--- config.mk ---
export PLATFORM = sky130hd
export DESIGN_NAME = ram_arbiter
export DESIGN_NICKNAME = d
export VERILOG_FILES = /design/src/rtl/cpu_types_pkg.sv /design/src/rtl/rr_select.sv /design/src/rtl/ram_arbiter.sv
export SDC_FILE = /design/constraint.sdc
export NUM_CORES = 1
export LEC_CHECK = 0
export ABC_AREA = 1
export CAP_MARGIN = 20
export CELL_PAD_IN_SITES_DETAIL_PLACEMENT = 1
export CELL_PAD_IN_SITES_GLOBAL_PLACEMENT = 1
export CORE_AREA = 2 2 167 169
export CTS_BUF_LIST = sky130_fd_sc_hd__clkbuf_2 sky130_fd_sc_hd__clkbuf_4 sky130_fd_sc_hd__clkbuf_8
export CTS_CLUSTER_DIAMETER = 80
export DETAILED_ROUTE_END_ITERATION = 8
export DIE_AREA = 0 0 169 171
export PLACE_DENSITY = 0.72
export SYNTH_ARGS = -nofsm -noshare
export SYNTH_HDL_FRONTEND = slang
export SYNTH_SLANG_ARGS = --single-unit
--- constraint.sdc ---
create_clock -name CLK -period 1.79 [get_ports CLK]
set_input_delay 0.358 -clock CLK [delete_from_list [all_inputs] [get_ports CLK]]
set_output_delay 0.358 -clock CLK [all_outputs]
set_load 0.1 [all_outputs]
--- src/rtl/cpu_types_pkg.sv ---
// Shared types for the dual-core RAM arbiter: RAM word, RAM status and
// arbiter state encodings.
package cpu_types_pkg;

    typedef logic [31:0] word_t;

    typedef enum logic [1:0] {
        FREE   = 2'd0,
        BUSY   = 2'd1,
        ACCESS = 2'd2,
        ERROR  = 2'd3
    } ramstate_t;

    typedef enum logic {
        IDLE  = 1'b0,
        GRANT = 1'b1
    } arb_state_t;

    localparam int         NREQ       = 4;
    // Last-served value after reset, chosen so that requester 0 wins first.
    localparam logic [1:0] RESET_LAST = 2'd3;

endpackage

--- src/rtl/rr_select.sv ---
// Combinational round-robin pick over four requesters, searching upward
// from the requester after the one served last.
module rr_select
    import cpu_types_pkg::*;
(
    input  logic [NREQ-1:0] req,
    input  logic [1:0]      last,
    output logic            valid,
    output logic [1:0]      idx
);

    logic [1:0] cand_s;

    // Walk offsets 4..1 so the smallest offset that hits overwrites the rest.
    always_comb begin
        valid  = 1'b0;
        idx    = 2'd0;
        cand_s = 2'd0;
        for (int k = 4; k >= 1; k--) begin
            cand_s = last + k[1:0];
            valid  = valid | req[cand_s];
            idx    = req[cand_s] ? cand_s : idx;
        end
    end

endmodule

--- src/rtl/ram_arbiter.sv ---
// Round-robin arbiter giving two cores' instruction and data caches shared
// access to a single RAM port.
module ram_arbiter
    import cpu_types_pkg::*;
#(
    parameter int CPUS = 2
) (
    input  logic            CLK,
    input  logic            RST,
    input  logic [CPUS-1:0] iREN,
    input  word_t           iaddr  [CPUS],
    input  logic [CPUS-1:0] dREN,
    input  logic [CPUS-1:0] dWEN,
    input  word_t           daddr  [CPUS],
    input  word_t           dstore [CPUS],
    input  word_t           ramload,
    input  ramstate_t       ramstate,
    output logic [CPUS-1:0] iwait,
    output logic [CPUS-1:0] dwait,
    output word_t           iload  [CPUS],
    output word_t           dload  [CPUS],
    output word_t           ramaddr,
    output word_t           ramstore,
    output logic            ramREN,
    output logic            ramWEN
);

    arb_state_t      state_r, next_state_s;
    logic [1:0]      grant_idx_r, next_grant_s;
    logic [1:0]      last_idx_r, next_last_s;
    logic [NREQ-1:0] req_s;
    logic [NREQ-1:0] wait_s;
    logic            sel_valid_s;
    logic [1:0]      sel_idx_s;
    logic            g_core_s;
    logic            g_instr_s;

    // Requester order: dcache0, icache0, dcache1, icache1.
    always_comb begin
        req_s     = {iREN[1], dREN[1] | dWEN[1], iREN[0], dREN[0] | dWEN[0]};
        g_core_s  = grant_idx_r[1];
        g_instr_s = grant_idx_r[0];
    end

    rr_select u_rr_select (
        .req   (req_s),
        .last  (last_idx_r),
        .valid (sel_valid_s),
        .idx   (sel_idx_s)
    );

    // Next-state and RAM command; reset forces an idle bus in the same cycle.
    always_comb begin
        next_state_s = state_r;
        next_grant_s = grant_idx_r;
        next_last_s  = last_idx_r;
        wait_s       = 4'hF;
        ramaddr      = 32'h0000_0000;
        ramstore     = 32'h0000_0000;
        ramREN       = 1'b0;
        ramWEN       = 1'b0;
        if (RST) begin
            next_state_s = IDLE;
        end else begin
            case (state_r)
                IDLE: begin
                    if (sel_valid_s) begin
                        next_grant_s = sel_idx_s;
                        next_state_s = GRANT;
                    end else begin
                        next_state_s = IDLE;
                    end
                end
                GRANT: begin
                    if (g_instr_s) begin
                        ramaddr = iaddr[g_core_s];
                        ramREN  = iREN[g_core_s];
                    end else begin
                        ramaddr  = daddr[g_core_s];
                        ramstore = dstore[g_core_s];
                        ramWEN   = dWEN[g_core_s];
                        ramREN   = dREN[g_core_s] & ~dWEN[g_core_s];
                    end
                    // A withdrawn request abandons the slot without completing.
                    if (!req_s[grant_idx_r]) begin
                        next_state_s = IDLE;
                    end else if (ramstate == ACCESS) begin
                        wait_s[grant_idx_r] = 1'b0;
                        next_last_s         = grant_idx_r;
                        next_state_s        = IDLE;
                    end else begin
                        next_state_s = GRANT;
                    end
                end
                default: begin
                    next_state_s = IDLE;
                end
            endcase
        end
    end

    // Per-requester stalls and broadcast read data.
    always_comb begin
        dwait = {wait_s[2], wait_s[0]};
        iwait = {wait_s[3], wait_s[1]};
        for (int c = 0; c < CPUS; c++) begin
            iload[c] = ramload;
            dload[c] = ramload;
        end
    end

    // Arbiter state registers.
    always_ff @(posedge CLK) begin
        if (RST) begin
            state_r     <= IDLE;
            grant_idx_r <= 2'd0;
            last_idx_r  <= RESET_LAST;
        end else begin
            state_r     <= next_state_s;
            grant_idx_r <= next_grant_s;
            last_idx_r  <= next_last_s;
        end
    end

endmodule

; Word-level counts from Yosys, hierarchy flattened
; Index checks and enable logic that the tools add are counted.
; W data, S select, Z words.
[op_classes]
eq_ne = 1
addsub = 3
n_lt_le_gt_ge = 8
n_reduce_logical = 3
n_mux = 51
n_bitwise = 10
[ops]
columns = cell, n
row1 = $mux W32, 15
row2 = $mux W1, 21
row3 = $mux W4, 4
row4 = $lt A2 B3 Y1 const B, 5
row5 = $bmux W1 S2, 5
row6 = $mux W2, 4
row7 = $or A1 B1 Y1, 5
row8 = $add A2 B2 Y2 const B, 2
row9 = $not A4 Y4, 1
row10 = $reduce_and A3 Y1, 1
row11 = $add A2 B1 Y2 const B, 1
row12 = $demux W1 S2, 1
row13 = $eq A2 B2 Y1 const B, 1
row14 = $ge A2 B1 Y1 const B, 1
row15 = $ge A2 B2 Y1 const B, 1
row16 = $lt A1 B2 Y1 const B, 1
row17 = $not A1 Y1, 2
row18 = $not A1 Y2, 1
row19 = $pmux W1 S2, 1
row20 = $reduce_and A2 Y1, 1
row21 = $and A1 B1 Y1, 1
row22 = $logic_and A1 B1 Y1, 1
[totals]
in_bits = 234
regBits = 5

; Depth between registers and ports, before layout
; Gate-level depths: netlist (run 1).
[depth]
depth_word = 9
ltp_mapped = 11

; Cells and area by module
; Synthesis (run 1) repeated with hierarchy kept, for this count alone.
[unflattened]
cells_unflattened = 423
area_unflattened_um2 = 2758.9
[by_module_without_submodules]
columns = module, area_per_inst_um2, n_inst, seq_area_each_um2, cells_per_inst
row1 = ram_arbiter, 2532.4, 1, 100.1, 374
row2 = rr_select, 226.5, 1, 0.0, 49

; Worst setup path before layout (run 1)
; OpenSTA, ideal clock, no wires.
[synth_timing]
kind = reg-to-output
start = register grant_idx_r[0]
end = output ramaddr[22]
path_stages_with_launch = 6
n_path_buf = 1
t_required_ps = 1432
slack_ps = -1061
arrival_time_ps = 2493
cell_sequence = dfxtp_1 -> nand2_1 -> inv_1 -> buf_2 -> nand2_1 -> a31oi_1
[synth_via]
elab_chain_cells = 3
[synth_rtl]
columns = item, line
row1 = start: declaration, ram_arbiter.sv:29  ; logic [1:0] grant_idx_r, next_grant_s;
row2 = start signal: assignment, ram_arbiter.sv:120  ; grant_idx_r <= next_grant_s;
row3 = $mux W32, ram_arbiter.sv:75  ; if (g_instr_s) begin
row4 = $mux W32, ram_arbiter.sv:65  ; case (state_r)
row5 = $mux W32, ram_arbiter.sv:62  ; if (RST) begin
row6 = end: declaration, ram_arbiter.sv:22  ; output word_t ramaddr,
; No other way between the ends.

; Worst setup path in the final report (run 1)
[layout_timing]
start = input dREN[1]
end = output dwait[0]
[layout_via]
elab_chain_cells = 6
[layout_rtl]
columns = item, line
row1 = start: declaration, ram_arbiter.sv:12  ; input logic [CPUS-1:0] dREN,
row2 = $or A1 B1 Y1, ram_arbiter.sv:40  ; req_s = {iREN[1], dREN[1] | dWEN[1], iREN[0], dREN[0] | dWEN[0]};
row3 = $bmux W1 S2, ram_arbiter.sv:85  ; if (!req_s[grant_idx_r]) begin
row4 = $mux W1 (implied by the code), ram_arbiter.sv:85
row5 = $mux W4, ram_arbiter.sv:85
row6 = $mux W4, ram_arbiter.sv:65
row7 = $mux W4, ram_arbiter.sv:62
row8 = end: declaration, ram_arbiter.sv:19  ; output logic [CPUS-1:0] dwait,
; No other way between the ends. The select of a mux whose other input is x is not followed.

==> results of run 1 <==
[synthesized netlist by cell type (all sizes together)]
cell type / number
nand3: 9
o21ai: 4
buf: 150
clkbuf: 6
a21oi: 4
nand2: 110
nor2: 47
a31oi: 32
o221ai: 1
dfxtp: 5
nor3b: 1
inv: 18
o22ai: 1
a22oi: 65
[layout make-up]
type,instances,area [sq um],area share (%)
clock buffers,4,48.8,0.601
inverters,18,111,1.37
flip-flops and latches,5,109,1.34
diodes,1,2.50,0.0308
repair buffers,366,4800,59.1
well taps,346,433,5.33
multi-input cells,274,2610,32.1
repair inverters,1,6.26,0.0770
[layer usage]
layer  track usage [%]  vias to the layer above
met5                 0                        -
met4              3.42                        0
met2              23.3                      212
met3              3.52                       46
li1                  -                     1856
met1              15.7                     1905
[tightest hold or removal path, cell delays in order]
cell	delay [ns]
buf_2	0.13
buf_4	0.14
nor2_1	0.04
[timing repair]
action | 4_1_cts | 5_1_grt
pin swaps | 35 | 19
cloned | 18 | 0
gates resized for setup | 132 | 16
buffers inserted | 24 | 13
setup endpoints to repair | 70 | 70
[cells by family after synthesis]
family          after synthesis  share of synthesized area, %
simple gates                167                          24.2
flops                         5                          3.66
compound gates              107                          28.6
buf+inv                     174                          43.5
[state kept, by name (all words and copies together), names as in the netlist]
register / cells
grant_idx_r: 2
last_idx_r: 2
state_r: 1
[final timing paths]
kind | from | endpoint | slack, ns | cells past startpoint
worst max-delay path | dREN[1] | dwait[0] | -0.26 | 12
worst max register to register | grant_idx_r[0] | last_idx_r[1] | 0.32 | 11
worst min-delay path | RST | state_r | 0.49 | 3
worst min register to register | last_idx_r[1] | last_idx_r[1] | 0.57 | 2
[stage by stage]
step / util [%] / setup TNS, ns / std cells / area, sq um / total power, mW
3_5_place_dp: 24.5 / -23.66 / 960 / 6700 / 3.00
2_1_floorplan: - / -1.30 / 453 / 3600 / 3.10
4_1_cts: 29.2 / -12.81 / 1005 / 7970 / 4.12
5_1_grt: 29.7 / -16.07 / 1014 / 8120 / 4.36
3_3_place_gp: 24.5 / -22.35 / 960 / 6700 / 2.97
6_report: 29.7 / -12.56 / 1015 / 8120 / 4.19
[report_power, final]
group          total, mW  internal [mW]  switching (mW)
clock              0.231          0.169          0.0621
sequential         0.147          0.125          0.0224
combinational       3.81           1.86            1.95
total               4.19           2.16            2.03
==> impl_metrics.csv, run 1 <==
group,metric,value,unit
clock_tree,postCtsHoldBufs,0,
floorplan,fp.dieH,171,um
cells_and_area,nFillCells,3032,
synth,ys_types,22,
synth,yosysTopAreaCellShare,36.2,%
drt,via_count,4019,
synth,yosysTopAreaCell,"buf_4",
drt,wl_met2,10.1,mm
global_routing,overflow,0,
critical_path,crit_slowest_cell,"dlygate4sd2_1",
critical_path,worstPathMaxFanout,4,
placed_design,dp_hpwl,13.8,mm
sta,fmax,488,MHz
sta,tightestPinTransition,0.289,ns
clock_tree,cts_num_sinks,5,
cells_and_area,final_cell_mix,"193 x clkdlybuf4s50_1, 92 x buf_12, 89 x nand2_1",
pwr,p_leak,2.86,nW
cells_and_area,drive_gt1_share,51.3,%
global_routing,track_usage,13.1,%
critical_path,cp.arrival,1.69,ns
status,status,"finished with violations",
critical_path,required,1.43,ns
synth,synth_area_leaders,"buf_4 36%, a22oi_1 16%, nand2_1 15%, a31oi_1 7.3%, nor2_1 6.0%",
sta,setup_viol_count_final,70,
drt,ant_nets,0,
clock_tree,tritoncts,"done",
sta,rsz0062_at_grt,"yes",
drt,routed.top_layer,"met4",
sta,timing.final.crit_share,115,%
critical_path,cpPeakStageDelay,0.26,ns
sta,hold_viol_final,0,
drt,routed_via_density,3.96,
critical_path,crit_path_cell_trace,"dlygate4sd2_1 > nor2_2 > nand2_1 > o21ai_1 > nand2_1 > nand2_2 > nor2_4 > nand2_4 > nor2_4 > buf_12 > nand2_2 > buf_12",
hold_path,hold_class,"in2reg",
floorplan,die_area,28900,sq um
critical_path,cp-start-kind,"input port",
sta,whs,0.488,ns
critical_path,endpoint_kind,"output port",
drt,wl_met3,1.63,mm
cells_and_area,layout_commonest_cell,"clkdlybuf4s50_1",
floorplan,start_util,10.0,%
drt,drt-total-wl,20.3,mm
global_routing,grt_first_pass_wirelength,28.2,mm
floorplan,fp-row-count,61,
floorplan,ioPinCount,432,
placed_design,dp_slack,-0.480,ns
drt,wl_per_cell,20.0,um
synth,syn_area,2740,sq um
sta,worst_slack,-0.260,ns
sta,slew_viol_final,0,
global_routing,antenna_found_initial,1,
placed_design,gp_congestion,0.788,
synth,yosys_warnings,0,
critical_path,cp_num_buf_inv,3,
floorplan,fp.coreArea,27300,sq um
drt,drcViolationCount,0,
clock_tree,htree_levels,1,
pwr,irDropWorstVdd,156,uV
global_routing,grt_pass1_vias,4307,
run,drv_cap,0,
sta,period_needed,2.05,ns
pwr,powerDensity,515,nW/um^2
sta,worst_clock_skew,0.00552,ns
clock_tree,clk_path_buf_depth,2,
global_routing,grt_max_degree,15,
clock_tree,clock_latency,0.22,ns
cells_and_area,area_growth,197,%
clock_tree,cts_root_buf,"clkbuf_8",
status,violations,"setup timing",
sta,slew_headroom,80.7,%
synth,synth_area_per_cell,6.04,sq um
placed_design,portBuffers,271,
cells_and_area,nets,903,
synth,ys_seq_area_share,3.66,%
synth,ys_ff_latch,5,
floorplan,die_x,169,um
drt,wl_met1,8.14,mm
critical_path,critical-path-top-delay-family,"simple AND/OR/NAND/NOR gates",
synth,syn_nets,687,
clock_tree,cts_buffers,3,
drt,first_pass_iters,4,
clock_tree,clk_pin_slew,0.04,ns
drt,drt-initial-drc-count,99,
synth,syn_inst,453,
critical_path,critPathKind,"in2out",
No activity file was read; power rests on OpenSTA's default activity.
==> inputs of run 2 (changes only) <==
--- a/config.mk
+++ b/config.mk
@@ -15,6 +15,7 @@
 export DETAILED_ROUTE_END_ITERATION = 8
 export DIE_AREA = 0 0 169 171
 export PLACE_DENSITY = 0.72
+export SLEW_MARGIN = 20
 export SYNTH_ARGS = -nofsm -noshare
 export SYNTH_HDL_FRONTEND = slang
 export SYNTH_SLANG_ARGS = --single-unit
==> results of run 2 <==
Same layout as run 1: the final DEF is identical, and so are final timing and power.
